$ cat src/rtl/logic_gate_unit.sv
// Two-stage pipelined bitwise gate unit with valid/ready on both sides, an accumulator
// usable as operand A, and a wrapping count of results taken downstream.
module logic_gate_unit #(
  parameter int WIDTH = 8,
  parameter int CNT_W = 16
) (
  input  logic             clk,
  input  logic             rst_n,
  input  logic             in_valid,
  output logic             in_ready,
  input  logic [2:0]       op,
  input  logic             acc_sel,
  input  logic             acc_wr,
  input  logic [WIDTH-1:0] a,
  input  logic [WIDTH-1:0] b,
  input  logic             acc_clr,
  output logic             out_valid,
  input  logic             out_ready,
  output logic [WIDTH-1:0] result,
  output logic             zero,
  output logic             ones,
  output logic             parity,
  output logic [WIDTH-1:0] acc,
  output logic [CNT_W-1:0] op_count
);

  localparam logic [2:0] OP_AND   = 3'd0;
  localparam logic [2:0] OP_OR    = 3'd1;
  localparam logic [2:0] OP_NOT_A = 3'd2;
  localparam logic [2:0] OP_NOT_B = 3'd3;
  localparam logic [2:0] OP_NAND  = 3'd4;
  localparam logic [2:0] OP_NOR   = 3'd5;
  localparam logic [2:0] OP_XOR   = 3'd6;

  logic             s1_valid;
  logic [2:0]       op_s1;
  logic             acc_sel_s1;
  logic             acc_wr_s1;
  logic [WIDTH-1:0] a_s1;
  logic [WIDTH-1:0] b_s1;

  logic             s1_adv;
  logic             in_fire;
  logic             out_fire;
  logic [WIDTH-1:0] opa;
  logic [WIDTH-1:0] gate_res;

  assign s1_adv   = s1_valid && (!out_valid || out_ready);
  assign in_ready = !s1_valid || s1_adv;
  assign in_fire  = in_valid && in_ready;
  assign out_fire = out_valid && out_ready;

  // Operand A resolved late so a beat right behind an accumulator write sees the new value.
  always_comb begin
    opa      = acc_sel_s1 ? acc : a_s1;
    gate_res = '0;
    case (op_s1)
      OP_AND:   gate_res = opa & b_s1;
      OP_OR:    gate_res = opa | b_s1;
      OP_NOT_A: gate_res = ~opa;
      OP_NOT_B: gate_res = ~b_s1;
      OP_NAND:  gate_res = ~(opa & b_s1);
      OP_NOR:   gate_res = ~(opa | b_s1);
      OP_XOR:   gate_res = opa ^ b_s1;
      default:  gate_res = ~(opa ^ b_s1);
    endcase
  end

  always_ff @(posedge clk or negedge rst_n) begin
    if (!rst_n) begin
      s1_valid   <= 1'b0;
      op_s1      <= '0;
      acc_sel_s1 <= 1'b0;
      acc_wr_s1  <= 1'b0;
      a_s1       <= '0;
      b_s1       <= '0;
    end else if (in_fire) begin
      s1_valid   <= 1'b1;
      op_s1      <= op;
      acc_sel_s1 <= acc_sel;
      acc_wr_s1  <= acc_wr;
      a_s1       <= a;
      b_s1       <= b;
    end else if (s1_adv) begin
      s1_valid   <= 1'b0;
    end
  end

  always_ff @(posedge clk or negedge rst_n) begin
    if (!rst_n) begin
      out_valid <= 1'b0;
      result    <= '0;
      zero      <= 1'b0;
      ones      <= 1'b0;
      parity    <= 1'b0;
    end else if (s1_adv) begin
      out_valid <= 1'b1;
      result    <= gate_res;
      zero      <= (gate_res == '0);
      ones      <= (gate_res == '1);
      parity    <= ^gate_res;
    end else if (out_ready) begin
      out_valid <= 1'b0;
    end
  end

  // Clear wins over a same-cycle write; the computation itself still saw the old value.
  always_ff @(posedge clk or negedge rst_n) begin
    if (!rst_n) begin
      acc <= '0;
    end else if (acc_clr) begin
      acc <= '0;
    end else if (s1_adv && acc_wr_s1) begin
      acc <= gate_res;
    end
  end

  always_ff @(posedge clk or negedge rst_n) begin
    if (!rst_n) begin
      op_count <= '0;
    end else if (out_fire) begin
      op_count <= op_count + CNT_W'(1);
    end
  end

endmodule
$ cat config.mk
export PLATFORM = sky130hd
export DESIGN_NAME = logic_gate_unit
export DESIGN_NICKNAME = d
export VERILOG_FILES = /design/src/rtl/logic_gate_unit.sv
export SDC_FILE = /design/constraint.sdc
export NUM_CORES = 1
export LEC_CHECK = 0
export BUFFER_PORTS_ARGS = -buffer_cell sky130_fd_sc_hd__buf_2
export CAP_MARGIN = 10
export CORE_AREA = 2 2 85 87
export DETAILED_ROUTE_END_ITERATION = 8
export DIE_AREA = 0 0 87 89
export GPL_ROUTABILITY_DRIVEN = 0
export PLACE_DENSITY = 0.74
export SYNTH_ARGS = -nofsm -noshare
export SYNTH_HDL_FRONTEND = slang
export SYNTH_SLANG_ARGS = --single-unit
$ cat constraint.sdc
create_clock -name clk -period 2.6 [get_ports clk]
set_clock_uncertainty 0.05 [all_clocks]
set_input_delay 0.52 -clock clk [delete_from_list [all_inputs] [get_ports clk]]
set_output_delay 0.52 -clock clk [all_outputs]
set_load 0.01 [all_outputs]
==> results.cfg, run 1 <==
[status]
outcome = complete, no violations

[layout]
fillers = 509
layout_commonest_cell = buf_2
multi_input_area_mm2 = 0.00186
fin_nets = 458
final_cell_mix = buf_2 (62), dfrtp_1 (58), nand2_1 (34), buf_4 (33), mux2_2 (25)
drive_gt1_share_pct = 40.8
seq_area_mm2 = 0.00145
antennaDiodeCount = 0
area_delta_synth_final_pct = 30.2

[logic_synthesis]
synthCells = 311
synthFlopType = dfrtp_1
yosysTopAreaCell = dfrtp_1
yosysSeqAreaShare_pct = 43.7
syn_nets = 362
synth_edf_count = 0
syn_area_mm2 = 0.00332
ys_async_sr_fraction_pct = 100
yosys.area.top_type_share_pct = 43.7
ys_ff_latch = 58
synth.area.top_cells = dfrtp_1 (44%), ha_1 (9.4%), mux2_2 (8.5%)
yosys_warnings = 0
netlist-cell-type-count = 43
postSynthAreaPerCell_um2 = 10.7

[clock_tree]
cts.clk_slew.worst_paths_ns = 0.07
htree_levels = 3
numCtsBuffers = 9
clk_latency_ns = 0.35
clockBufferDepth = 2
cts_tree = done
cts-root-buf = clkbuf_8
clkSinkCount = 58

[power]
seq_power_share_pct = 34.2
p_clk_share_pct = 26.0
power.total_uw = 3690
netSwitchingFraction_pct = 34.9
peakVddDrop_mv = 0.644
power.leakage_uw = 0.00215
switchingPower_uw = 1290
power.density_mw_per_mm2 = 852
power_frac_comb_pct = 39.9
internal_power_uw = 2400

[place]
detailed_place_hpwl_mm = 5.69
io_buffers = 62

[floorplanning]
die_area_mm2 = 0.00774
start_util_pct = 49.4
coreArea_mm2 = 0.00672
dieWidth_um = 87
dieHeight_um = 89
num_rows = 30
ioPinCount = 63

[routing]
vias = 2668
final_antenna_net_count = 0
drc_errors = 0
viasPerCell = 5.42
avgRoutedWirePerCell_um = 16.4
dr.first_iter.drc_count = 166
wl_mm = 8.07
dr.pass1.iters = 4

[global_routing]
grt_usage_pct = 22.2
grt_pass1_vias = 2707
grt_pass1_wl_mm = 13.1
grt_overflow = 0
grt_max_degree = 35
antenna_found_initial = 0

[min_path]
holdPathStages = 2
holdPathEnd = s1_valid
hp-class = input port to flop
hold_start = in_valid

[timing]
final_max_slew_viol_count = 0
setup_viol = 0
relSlewSlack_pct = 49.8
whs_ns = 0.334
finalHoldViolCount = 0
worstMarginPinSlew_ns = 0.750
final.setup.tns_ns = 0
fin_crit_ns = 2.60
post-route-period-util_pct = 99.8
rsz0062_at_grt = true
max_freq_ghz = 0.385

[worst_setup_path]
end_kind = flop
cp_max_fo = 4
reg2reg_depth = 10
required_ns = 2.78
arrival_ns = 2.78
r2r-end = parity
critPathLaunchType = flop
reg2reg_slack_ns = 0.005
critPathKind = flop to flop
crit-reg2reg-launch = acc_sel_s1

[run]
maxCapViolCount = 0
==> cell families (layout without fill, tap and decap cells) <==
logic type | count (synthesis) | count (layout) | synth area share (%)
and+or+nand+nor | 85 | 85 | 12.9
DFF | 58 | 58 | 43.7
AOI/OAI and AO/OA | 44 | 44 | 10.0
muxes | 42 | 42 | 13.7
buffers and inverters | 39 | 140 | 5.54
adders and majority gates | 25 | 25 | 9.42
xor gates and xnor gates | 18 | 18 | 4.75
==> per-layer routing <==
layer	global-route usage, %	wire length (µm)	vias up
met3	6.28	505	20
met1	27.3	3350	1299
li1	-	-	1273
met5	0	0	-
met4	10.1	160	0
met2	36.4	4050	76
==> metrics by stage <==
step	instances	cell area [µm²]	util [%]	worst slack [ns]
global route	492	4330	64.4	-0.118
detailed placement	469	3860	57.5	-0.0694
CTS	487	4200	62.5	0.00781
floorplan	311	3320	-	0.0150
global placement	469	3860	57.5	-0.0174
finish	492	4330	64.4	0.00470
==> power groups by stage <==
stage | Clock [µW] | Sequential [µW] | Combinational (µW)
final | 957 | 1260 | 1470
after global routing | 1020 | 1290 | 1620
after CTS | 962 | 1260 | 1330
after detailed placement | 0 | 1260 | 1230
after global placement | 0 | 1260 | 1200
after floorplan | 0 | 1270 | 750
==> worst max-delay path: stages, from the launching register on <==
cell	delay, ns
dfrtp_1	0.42
buf_6	0.16
mux2i_4	0.21
ha_4	0.29
nor2_1	0.03
or3_1	0.38
a32oi_2	0.26
ha_1	0.30
xnor2_2	0.18
xnor2_1	0.13
o21ai_1	0.07
==> registers in the layout, indices dropped and copies added, names as in the netlist <==
signal,count
a_s1,8
acc,8
acc_sel_s1,1
acc_wr_s1,1
b_s1,8
ones,1
op_count,16
op_s1,3
out_valid,1
parity,1
result,8
s1_valid,1
zero,1
==> Yosys cell counts (2+ instances only) <==
cell type,number
dfrtp_1,58
nand2_1,34
ha_1,25
inv_1,25
mux2_2,25
mux2i_1,15
xnor2_1,14
nor2_1,11
o21ai_0,8
nand3_1,7
nand4_1,7
nor2b_1,7
a21oi_1,6
buf_2,6
and3_1,5
buf_6,4
o21ai_1,4
xor2_1,4
a211oi_1,3
a22o_1,3
a32oi_2,3
clkbuf_1,3
nand2b_1,3
o21a_1,3
o221ai_1,3
o31ai_1,3
or3_1,3
a32o_1,2
mux2_1,2
nor3b_1,2
==> repair_timing <==
item / 4_1_cts / 5_1_grt
hold buffers: 1 / 0
setup buffers: 1 / 5
gates resized for setup: 16 / 17
endpoints found under the setup margin: 1 / 3
pin swaps: 13 / 13
hold endpoints to repair: 5 / 0
==> worst max-delay path by stage <==
stage | from | endpoint | slack, ns
6_report | acc_sel_s1 | parity | 0.005
5_1_grt | acc_sel_s1 | parity | -0.12
4_1_cts | acc_sel_s1 | parity | 0.008
3_5_place_dp | acc_sel_s1 | parity | -0.07
3_3_place_gp | acc_sel_s1 | parity | -0.02
2_1_floorplan | acc_sel_s1 | parity | 0.02
==> final cells by class <==
| class | instances | area share (%) |
|---|---|---|
| Clock buffer | 9 | 2.86 |
| Sequential cell | 58 | 33.5 |
| Inverter | 26 | 2.26 |
| Tap cell | 80 | 2.31 |
| Timing Repair Buffer | 98 | 13.6 |
| Multi-Input combinational cell | 214 | 43.0 |
| Clock inverter | 7 | 2.34 |
Power figures use the tool's default switching activity.
==> inputs of run 2 (changes only) <==
==> constraint.sdc (replaced) <==
create_clock -name clk -period 2.6 [get_ports clk]
set_clock_uncertainty 0.05 [all_clocks]
set_input_delay 0.78 -clock clk [delete_from_list [all_inputs] [get_ports clk]]
set_output_delay 0.78 -clock clk [all_outputs]
set_load 0.01 [all_outputs]
==> results.cfg, run 2 (synthesis results as in run 1) <==
[status]
outcome = finished, violations left
violations = negative setup slack

[power]
netSwitchingFraction_pct = 35.4
p_clk_share_pct = 25.1
switchingPower_uw = 1340
power_frac_comb_pct = 41.5
seq_power_share_pct = 33.4
internal_power_uw = 2450
power.density_mw_per_mm2 = 863
power.leakage_uw = 0.00217
peakVddDrop_mv = 0.592

[timing]
max_freq_ghz = 0.373
setup_viol = 1
final_max_slew_viol_count = 0
fin_ws_ns = -0.0776
post-route-period-util_pct = 103
worstMarginPinSlew_ns = 0.750
whs_ns = 0.385
relSlewSlack_pct = 50.0
rsz0062_at_grt = true
fin_crit_ns = 2.68
finalHoldViolCount = 0

[layout]
multi_input_area_mm2 = 0.00190
largest_register_ff_count = 16
area_delta_synth_final_pct = 32.4
fin_nets = 461
final_cell_mix = buf_2 (62), dfrtp_1 (58), buf_4 (36), nand2_1 (33), mux2_2 (25)
final_cell_area_mm2 = 0.00440
layout_commonest_cell = buf_2
antennaDiodeCount = 0
seq_area_mm2 = 0.00145
largest_register = op_count
drive_gt1_share_pct = 42.7
fillers = 493

[global_routing]
grt_overflow = 0
grt_max_degree = 59
grt_usage_pct = 21.8
grt_pass1_wl_mm = 12.8
grt_pass1_vias = 2635
antenna_found_initial = 0

[routing]
dr.first_iter.drc_count = 172
dr.pass1.iters = 5
wl_mm = 8.26
avgRoutedWirePerCell_um = 16.7
final_antenna_net_count = 0
viasPerCell = 5.43
vias = 2688
drc_errors = 0

[worst_setup_path]
required_ns = 2.77
cp_max_fo = 4
end_kind = flop
critPathLaunchType = flop
critPathKind = flop to flop
arrival_ns = 2.85

[clock_tree]
cts-root-buf = clkbuf_8
cts_hold_buffers = 0
cts.clk_slew.worst_paths_ns = 0.07
htree_levels = 3
cts_tree = done
clkSinkCount = 58
clk_latency_ns = 0.34
clockBufferDepth = 2
numCtsBuffers = 9

[floorplanning]
ioPinCount = 63
die_area_mm2 = 0.00774
start_util_pct = 49.4
num_rows = 30
dieHeight_um = 89
coreArea_mm2 = 0.00672
dieWidth_um = 87

[place]
io_buffers = 62
placed_area_mm2 = 0.00387
detailed_place_hpwl_mm = 5.53
pre_cts_ws_ns = -0.0861

[min_path]
hp-class = input port to async pin

[run]
maxCapViolCount = 0
-- run 2: changes by cell type in the layout (fill, tap and decap cells not counted), sizes merged --
cell         delta
buf             +4
inv             -1
clkinv          +1
dlygate4sd3     -1
-- run 2: per-layer routing --
layer	share of wire [%]	vias to the layer above	wire length [µm]	track usage (%)
li1	-	1272	-	-
met1	42	1308	3500	26.5
met2	49	85	4030	36.6
met3	5.9	23	485	4.52
met4	3.0	0	246	11.2
met5	0	-	0	0
-- run 2: repair_timing --
action | 4_1_cts | 5_1_grt
setup endpoints to repair | 1 | 3
pin swaps | 9 | 19
gates resized for setup | 13 | 27
setup buffers | 3 | 8
-- run 2: final timing paths --
path	from	end	slack, ns	depth (start not counted)
min	rst_n	acc_wr_s1	0.39	2
max in group asynchronous	rst_n	result[5]	1.86	2
min reg2reg	op_count[15]	op_count[15]	0.42	1
max reg2reg	acc_sel_s1	parity	-0.08	11
max	acc_sel_s1	parity	-0.08	11
min in group clk	op_count[15]	op_count[15]	0.42	1
-- run 2: layout make-up --
class	count	share of cell area, %
multi-input combinational	214	43.2
sequential	58	33.0
timing repair buffer	101	14.2
clock buffer	9	2.82
clock inverter	7	2.30
tap	80	2.28
inverter	26	2.22
-- run 2: power groups by stage --
stage	clock (µW)	sequential, µW	combinational (µW)
6_report	954	1270	1570
4_1_cts	973	1260	1340
5_1_grt	1010	1290	1700
3_3_place_gp	0	1260	1190
3_5_place_dp	0	1270	1230
2_1_floorplan	0	1270	750
-- run 2: stage by stage --
step                      total power, µW  cells  TNS [ns]  utilization [%]
after CTS                            3570    487         0             62.4
final                                3800    495   -0.0776             65.5
after global placement               2450    468   -0.0120             57.6
after detailed placement             2500    468   -0.0861             57.6
after global routing                 4000    495    -0.195             65.5
after floorplan                      2020    311         0                -
-- run 2: critical path, cell delays in order (launching register included) --
cell,delay [ns]
dfrtp_1,0.41
buf_6,0.17
mux2i_4,0.21
ha_4,0.29
nor2_1,0.03
or3_1,0.39
a32oi_2,0.26
inv_2,0.08
ha_4,0.23
xnor2_2,0.14
xnor2_1,0.22
o21ai_1,0.08
